--- src/rtl/cnn_pkg.sv ---
// Shared definitions for the convolution tile streamer: FSM states and tile geometry.
package cnn_pkg;

  localparam int unsigned KER_DIM = 3;
  localparam int unsigned IMG_DIM = 4;
  localparam int unsigned OUT_DIM = IMG_DIM - KER_DIM + 1;

  localparam int unsigned KER_N = KER_DIM * KER_DIM;  // 9 weights
  localparam int unsigned IMG_N = IMG_DIM * IMG_DIM;  // 16 pixels
  localparam int unsigned OUT_N = OUT_DIM * OUT_DIM;  // 4 results

  typedef enum logic [2:0] {
    IDLE,
    LOAD_KER,
    LOAD_IMG,
    COMPUTE,
    DRAIN
  } state_e;

endpackage

--- src/rtl/conv_tile_streamer_if.sv ---
// Control, input-stream and output-stream signals of the convolution tile streamer.
interface conv_tile_streamer_if #(
  parameter int DATA_W = 8
);
  logic              start;
  logic              ker_reuse;
  logic              in_valid;
  logic              in_ready;
  logic [DATA_W-1:0] in_data;
  logic              out_valid;
  logic              out_ready;
  logic [DATA_W-1:0] out_data;
  logic              out_last;
  logic              busy;

  // Upstream/downstream environment driving the block
  modport master (
    output start, ker_reuse, in_valid, in_data, out_ready,
    input  in_ready, out_valid, out_data, out_last, busy
  );

  // The streamer itself
  modport slave (
    input  start, ker_reuse, in_valid, in_data, out_ready,
    output in_ready, out_valid, out_data, out_last, busy
  );
endinterface

--- src/rtl/conv_tile_core.sv ---
// Combinational 3x3 kernel over 4x4 image MAC array producing a 2x2 result tile.
// All arithmetic is carried at DATA_W bits, so results wrap modulo 2^DATA_W.
module conv_tile_core
  import cnn_pkg::*;
#(
  parameter int DATA_W = 8
) (
  input  logic [KER_N-1:0][DATA_W-1:0] ker_i,
  input  logic [IMG_N-1:0][DATA_W-1:0] img_i,
  output logic [OUT_N-1:0][DATA_W-1:0] res_o
);

  // Sum of products for each output position, row-major storage on both sides
  always_comb begin
    logic [DATA_W-1:0] acc;
    res_o = '0;
    acc   = '0;
    for (int unsigned i = 0; i < OUT_DIM; i++) begin
      for (int unsigned j = 0; j < OUT_DIM; j++) begin
        acc = '0;
        for (int unsigned r = 0; r < KER_DIM; r++) begin
          for (int unsigned c = 0; c < KER_DIM; c++) begin
            acc = acc + img_i[4'((i + r) * IMG_DIM + j + c)] * ker_i[4'(r * KER_DIM + c)];
          end
        end
        res_o[2'(i * OUT_DIM + j)] = acc;
      end
    end
  end

endmodule

--- src/rtl/conv_tile_streamer.sv ---
// Streams a 3x3 kernel (optionally reused) and a 4x4 image in, computes the
// 2x2 valid convolution in one cycle and drains the four results out.
module conv_tile_streamer
  import cnn_pkg::*;
#(
  parameter int DATA_W = 8
) (
  input logic                 clk,
  input logic                 rst_n,
  conv_tile_streamer_if.slave bus
);

  state_e state_q, state_d;
  logic [3:0] cnt_q, cnt_d;
  logic [1:0] ocnt_q, ocnt_d;
  logic       ker_loaded_q, ker_loaded_d;

  logic [KER_N-1:0][DATA_W-1:0] ker_q;
  logic [IMG_N-1:0][DATA_W-1:0] img_q;
  logic [OUT_N-1:0][DATA_W-1:0] res_q;
  logic [OUT_N-1:0][DATA_W-1:0] core_res;

  logic in_ready_c, out_valid_c, in_fire, out_fire;

  conv_tile_core #(
    .DATA_W(DATA_W)
  ) u_core (
    .ker_i(ker_q),
    .img_i(img_q),
    .res_o(core_res)
  );

  // Handshake outputs derive from registered state only, so reset forces them low
  always_comb begin
    in_ready_c    = (state_q == LOAD_KER) || (state_q == LOAD_IMG);
    out_valid_c   = (state_q == DRAIN);
    in_fire       = bus.in_valid && in_ready_c;
    out_fire      = out_valid_c && bus.out_ready;
    bus.in_ready  = in_ready_c;
    bus.out_valid = out_valid_c;
    bus.out_last  = out_valid_c && (ocnt_q == 2'(OUT_N - 1));
    bus.out_data  = out_valid_c ? res_q[ocnt_q] : '0;
    bus.busy      = (state_q != IDLE);
  end

  // Next-state, element counters and kernel-valid flag
  always_comb begin
    state_d      = state_q;
    cnt_d        = cnt_q;
    ocnt_d       = ocnt_q;
    ker_loaded_d = ker_loaded_q;
    case (state_q)
      IDLE: begin
        if (bus.start) begin
          cnt_d   = '0;
          state_d = (bus.ker_reuse && ker_loaded_q) ? LOAD_IMG : LOAD_KER;
        end
      end
      LOAD_KER: begin
        if (in_fire) begin
          if (cnt_q == 4'(KER_N - 1)) begin
            cnt_d        = '0;
            ker_loaded_d = 1'b1;
            state_d      = LOAD_IMG;
          end else begin
            cnt_d = cnt_q + 4'd1;
          end
        end
      end
      LOAD_IMG: begin
        if (in_fire) begin
          if (cnt_q == 4'(IMG_N - 1)) begin
            cnt_d   = '0;
            state_d = COMPUTE;
          end else begin
            cnt_d = cnt_q + 4'd1;
          end
        end
      end
      COMPUTE: begin
        ocnt_d  = '0;
        state_d = DRAIN;
      end
      DRAIN: begin
        if (out_fire) begin
          if (ocnt_q == 2'(OUT_N - 1)) begin
            ocnt_d  = '0;
            state_d = IDLE;
          end else begin
            ocnt_d = ocnt_q + 2'd1;
          end
        end
      end
      default: state_d = IDLE;
    endcase
  end

  // Control state register
  always_ff @(posedge clk or negedge rst_n) begin
    if (!rst_n) begin
      state_q      <= IDLE;
      cnt_q        <= '0;
      ocnt_q       <= '0;
      ker_loaded_q <= 1'b0;
    end else begin
      state_q      <= state_d;
      cnt_q        <= cnt_d;
      ocnt_q       <= ocnt_d;
      ker_loaded_q <= ker_loaded_d;
    end
  end

  // Kernel/image/result buffers; contents are irrelevant until loaded, so no reset
  always_ff @(posedge clk) begin
    if (in_fire && (state_q == LOAD_KER)) ker_q[cnt_q] <= bus.in_data;
    if (in_fire && (state_q == LOAD_IMG)) img_q[cnt_q] <= bus.in_data;
    if (state_q == COMPUTE) res_q <= core_res;
  end

endmodule

--- src/flat_wrapper.sv ---
// flat-port wrapper written by rule: the top's interface ports become plain ports
module conv_tile_streamer_flat import cnn_pkg::*;
#(
  parameter int DATA_W = 8
)
  (clk, rst_n, bus_start, bus_ker_reuse, bus_in_valid, bus_in_data, bus_out_ready, bus_in_ready, bus_out_valid, bus_out_data, bus_out_last, bus_busy);
  conv_tile_streamer_if #(.DATA_W(DATA_W)) bus_i ();
  input logic clk;
  input logic rst_n;
  input wire logic [$bits(bus_i.start)-1:0] bus_start;
  input wire logic [$bits(bus_i.ker_reuse)-1:0] bus_ker_reuse;
  input wire logic [$bits(bus_i.in_valid)-1:0] bus_in_valid;
  input wire logic [$bits(bus_i.in_data)-1:0] bus_in_data;
  input wire logic [$bits(bus_i.out_ready)-1:0] bus_out_ready;
  output wire logic [$bits(bus_i.in_ready)-1:0] bus_in_ready;
  output wire logic [$bits(bus_i.out_valid)-1:0] bus_out_valid;
  output wire logic [$bits(bus_i.out_data)-1:0] bus_out_data;
  output wire logic [$bits(bus_i.out_last)-1:0] bus_out_last;
  output wire logic [$bits(bus_i.busy)-1:0] bus_busy;
  assign bus_i.start = bus_start;
  assign bus_i.ker_reuse = bus_ker_reuse;
  assign bus_i.in_valid = bus_in_valid;
  assign bus_i.in_data = bus_in_data;
  assign bus_i.out_ready = bus_out_ready;
  assign bus_in_ready = bus_i.in_ready;
  assign bus_out_valid = bus_i.out_valid;
  assign bus_out_data = bus_i.out_data;
  assign bus_out_last = bus_i.out_last;
  assign bus_busy = bus_i.busy;
  conv_tile_streamer #(.DATA_W(DATA_W)) u_core (.clk(clk), .rst_n(rst_n), .bus(bus_i));
endmodule
--- config.mk ---
export PLATFORM = sky130hd
export DESIGN_NAME = conv_tile_streamer_flat
export DESIGN_NICKNAME = d
export VERILOG_FILES = /design/src/rtl/cnn_pkg.sv /design/src/rtl/conv_tile_streamer_if.sv /design/src/rtl/conv_tile_core.sv /design/src/rtl/conv_tile_streamer.sv /design/src/flat_wrapper.sv
export SDC_FILE = /design/constraint.sdc
export NUM_CORES = 2
export LEC_CHECK = 0
export BUFFER_PORTS_ARGS = -buffer_cell sky130_fd_sc_hd__buf_4
export CAP_MARGIN = 0
export CORE_MARGIN = 3
export CORE_UTILIZATION = 58
export CTS_CLUSTER_SIZE = 20
export DETAILED_ROUTE_END_ITERATION = 12
export PLACE_DENSITY_LB_ADDON = 0.2
export SKIP_CTS_REPAIR_TIMING = 1
export SYNTH_ARGS = -nofsm -noshare
export SYNTH_HDL_FRONTEND = slang
export SYNTH_HIERARCHICAL = 1
export SYNTH_SLANG_ARGS = --single-unit
--- constraint.sdc ---
create_clock -name clk -period 10.2 [get_ports clk]
set_input_delay 2.04 -clock clk [delete_from_list [all_inputs] [get_ports clk]]
set_output_delay 2.04 -clock clk [all_outputs]
set_load 0.01 [all_outputs]
==> results.md <==
- Max_slew headroom: 11.9%
- Worst setup path endpoint: u_core/res_q[7]$_DFFE_PP_
- Largest net degree at the start of global routing: 33
- Chip width: 284 um
- Synth Flop Type: edfxtp_1
- Final setup viols: 0
- Complex-gate fraction of the synthesized area: 0.532%
- Commonest non-fill, non-tap cells in the layout: inv_1 (951), fa_1 (688), nand2_1 (685)
- Synth Area in Adders: 46.7%
- Skew final: 0.0181 ns
- Area Overhead vs Synth: 5.83%
- Share of layout cells above drive strength 1: 4.34%
- Drt pass-1 iters: 6
- CTS Buf Count: 30
- Worst-Margin Slew: 1.32 ns
- Final #Nets: 5887
- H-tree Lvls: 1
- Pre-CTS setup slack: 1.32 ns
- Post-synth EDFFs: 232
- R2R cell count: 24
- Max-cap violations: 0
- R2r endpoint: u_core/res_q[7]$_DFFE_PP_
- Vias per cell: 5.77
- Leak: 22.4 nW
- Worst r2r src: u_core/ker_q[66]$_DFFE_PP_
- Post-synthesis mux area share: 0.482%
- Initial Util: 58.9%
- Final Critical Period: 8.98 ns
- Initial antenna violation count: 19
- Die Height: 284 um
- Synth Register Bits: 242
- Cell variety after synth: 41
- Core area: 76300 um2
- Post-route clock period utilization: 88.1%
- Fin. Hold Viols: 0
- Detailed-route via count: 32700
- Max Freq: 111 MHz
- # DRC: 0
- Clock latency on the worst-skew pair: 0.61 ns
- CTS max path bufs: 3
- Total wire length: 156 mm
- CP most frequent cell: fa_1
- Worst min-delay path class: register to register
- CP peak stage delay: 1.23 ns
- CTS tree: done
- GR Overflow Total: 0
- Critical path arrival: 9.34 ns
- Avg WL per Cell: 27.5 um
- Die area: 80900 um2
- GRT Total Usage: 39.1%
- Critical path capture point type: register
- Buffers on Ports: 25
- Number of global-route vias before repair: 34100
- Critical path class: register to register
- Register Area: 7220 um2
- Commonest non-fill, non-tap cell in the layout: inv_1
- DP HPWL: 121 mm
- Clock tree sinks: 242
- Final worst slack: 1.22 ns
- Largest family of logic cells by synthesized area: adder cells
- Mapped Area: 44900 um2
- Crit path max-delay cell type: edfxtp_1
- Post-Syn Instances: 4636
- Post-Synth XOR/XNOR Area: 11.4%
- Clk slew on worst S/H paths: 0.08 ns
- Sequential-to-total area share from yosys stat: 16.1%
- Root buffer cell: clkbuf_16
- Worst reg2reg setup slack: 1.22 ns
- FFs w/ async S/R, synth: 4.13%
- FILL cells: 6567
- I/O pin count: 26
- Critical path data required time: 10.56 ns
- CP startpoint kind: register
- Pwr Density: 352 nW/um2
- Gp weighted congestion: 1.05
- Syn Nets: 5915
- Crit-path cells: nand2_1 > fa_1 > inv_1 > fa_1 > inv_1 > fa_1 > fa_1 > inv_1 > fa_1 > inv_1 > fa_1 > inv_1 > fa_1 > fa_1 > fa_1 > inv_1 > fa_1 > inv_1 > ha_1 > a21oi_1 > xnor3_1 > xnor2_1 > xnor3_1 > xnor3_1
- Post-synthesis simple-gate area fraction: 15.1%
- Setup TNS after final layout: 0 ns
- First-pass GRT wire length: 228 mm
- Run status: completed
- Fin. max-slew vios: 0
- Unrepaired setup endpoints after global routing: false
- CP startpoint: u_core/ker_q[66]$_DFFE_PP_
- CP Max Fanout: 18
- Detail Route Antenna Nets: 0
- Drt first-iter violations: 3628
- Multi-input gate area: 33400 um2
- VDD IR max: 0.771 mV
- Yosys warns: 6
- Cell row count: 101
- Synth Area per Inst: 9.69 um2
synthesized netlist by cell type, types with 3 or more instances:
cell type	instances	area (um2)
a21o_1	8	60.1
a21oi_1	11	55.1
and2_1	641	4010
buf_6	3	33.8
clkbuf_1	196	736
dfrtp_1	10	250
edfxtp_1	232	6970
fa_1	688	13800
ha_1	577	7220
inv_1	951	3570
mux4_2	8	180
nand2_1	685	2570
nand2b_1	3	18.8
nand3_1	4	20.0
nor2_1	21	78.8
nor3_1	6	30.0
or3_1	3	18.8
xnor2_1	449	3930
xnor3_1	15	338
xor2_1	98	858
critical path, delay by kind of cell, from the launching register on:
kind                     cells  cell delay (ns)
adder cells (fa/ha/maj)     11             5.29
AND/OR/NAND/NOR              1             0.19
flip-flops                   1             1.23
AO/OA/AOI/OAI                1             0.29
buffers and inverters        7             0.36
XOR/XNOR                     4             1.36
kinds of logic (layout without fill, tap and decap cells):
logic type / Yosys count / after routing
AO/OA/AOI/OAI: 34 / 34
XOR/XNOR: 562 / 562
adder cells (fa/ha/maj): 1265 / 1265
buffers and inverters: 1152 / 1146
flip-flops: 242 / 242
multiplexers: 11 / 11
other: 0 / 11
AND/OR/NAND/NOR: 1370 / 1370
worst min path at each step:
stage                                          from                              end  slack [ns]  depth (start not counted)
floorplan           u_core/ker_loaded_q$_DFFE_PN0P_  u_core/ker_loaded_q$_DFFE_PN0P_        0.46                          1
global placement    u_core/ker_loaded_q$_DFFE_PN0P_  u_core/ker_loaded_q$_DFFE_PN0P_        0.49                          1
detailed placement  u_core/ker_loaded_q$_DFFE_PN0P_  u_core/ker_loaded_q$_DFFE_PN0P_        0.49                          1
CTS                 u_core/ker_loaded_q$_DFFE_PN0P_  u_core/ker_loaded_q$_DFFE_PN0P_        0.51                          1
global route        u_core/ker_loaded_q$_DFFE_PN0P_  u_core/ker_loaded_q$_DFFE_PN0P_        0.54                          1
finish              u_core/ker_loaded_q$_DFFE_PN0P_  u_core/ker_loaded_q$_DFFE_PN0P_        0.50                          1
stage by stage:
step	area [um2]	util (%)	hold slack (ns)	total power, mW	instances
after CTS	47500	62.3	0.506	16.7	5660
after global routing	47500	62.3	0.540	18.1	5660
after floorplan	44900	-	0.463	11.7	4636
after detailed placement	46500	61.0	0.491	15.5	5606
final	47600	62.3	0.503	16.7	5671
after global placement	46500	61.0	0.490	15.2	5606
registers in the layout, indices dropped and copies added, names as in the netlist:
signal,count
u_core/img_q,128
u_core/ker_loaded_q,1
u_core/cnt_q,4
u_core/state_q,3
u_core/ocnt_q,2
u_core/ker_q,72
u_core/res_q,32
cell type report:
type	instances	share of cell area, %
well taps	1030	2.71
flip-flops and latches	242	15.2
multi-input cells	3242	70.2
repair buffers	141	2.25
clock inverters	20	0.447
clock buffers	34	1.65
inverters	951	7.51
diodes	11	0.0579
layer usage:
layer / track usage (%) / vias to the layer above / share of wire (%)
li1: - / 13700 / -
met1: 52.1 / 16200 / 37
met2: 57.6 / 2212 / 42
met3: 12.6 / 568 / 14
met4: 20.0 / 10 / 7.0
met5: 0 / - / 0.046
where the power goes:
group	internal, mW	leakage (nW)	switching (mW)	total, mW
Sequential	1.68	2.22	0.163	1.84
Clock	0.652	0.484	0.477	1.13
Combinational	6.55	19.7	7.20	13.7
No activity file was read; power rests on OpenSTA's default activity.
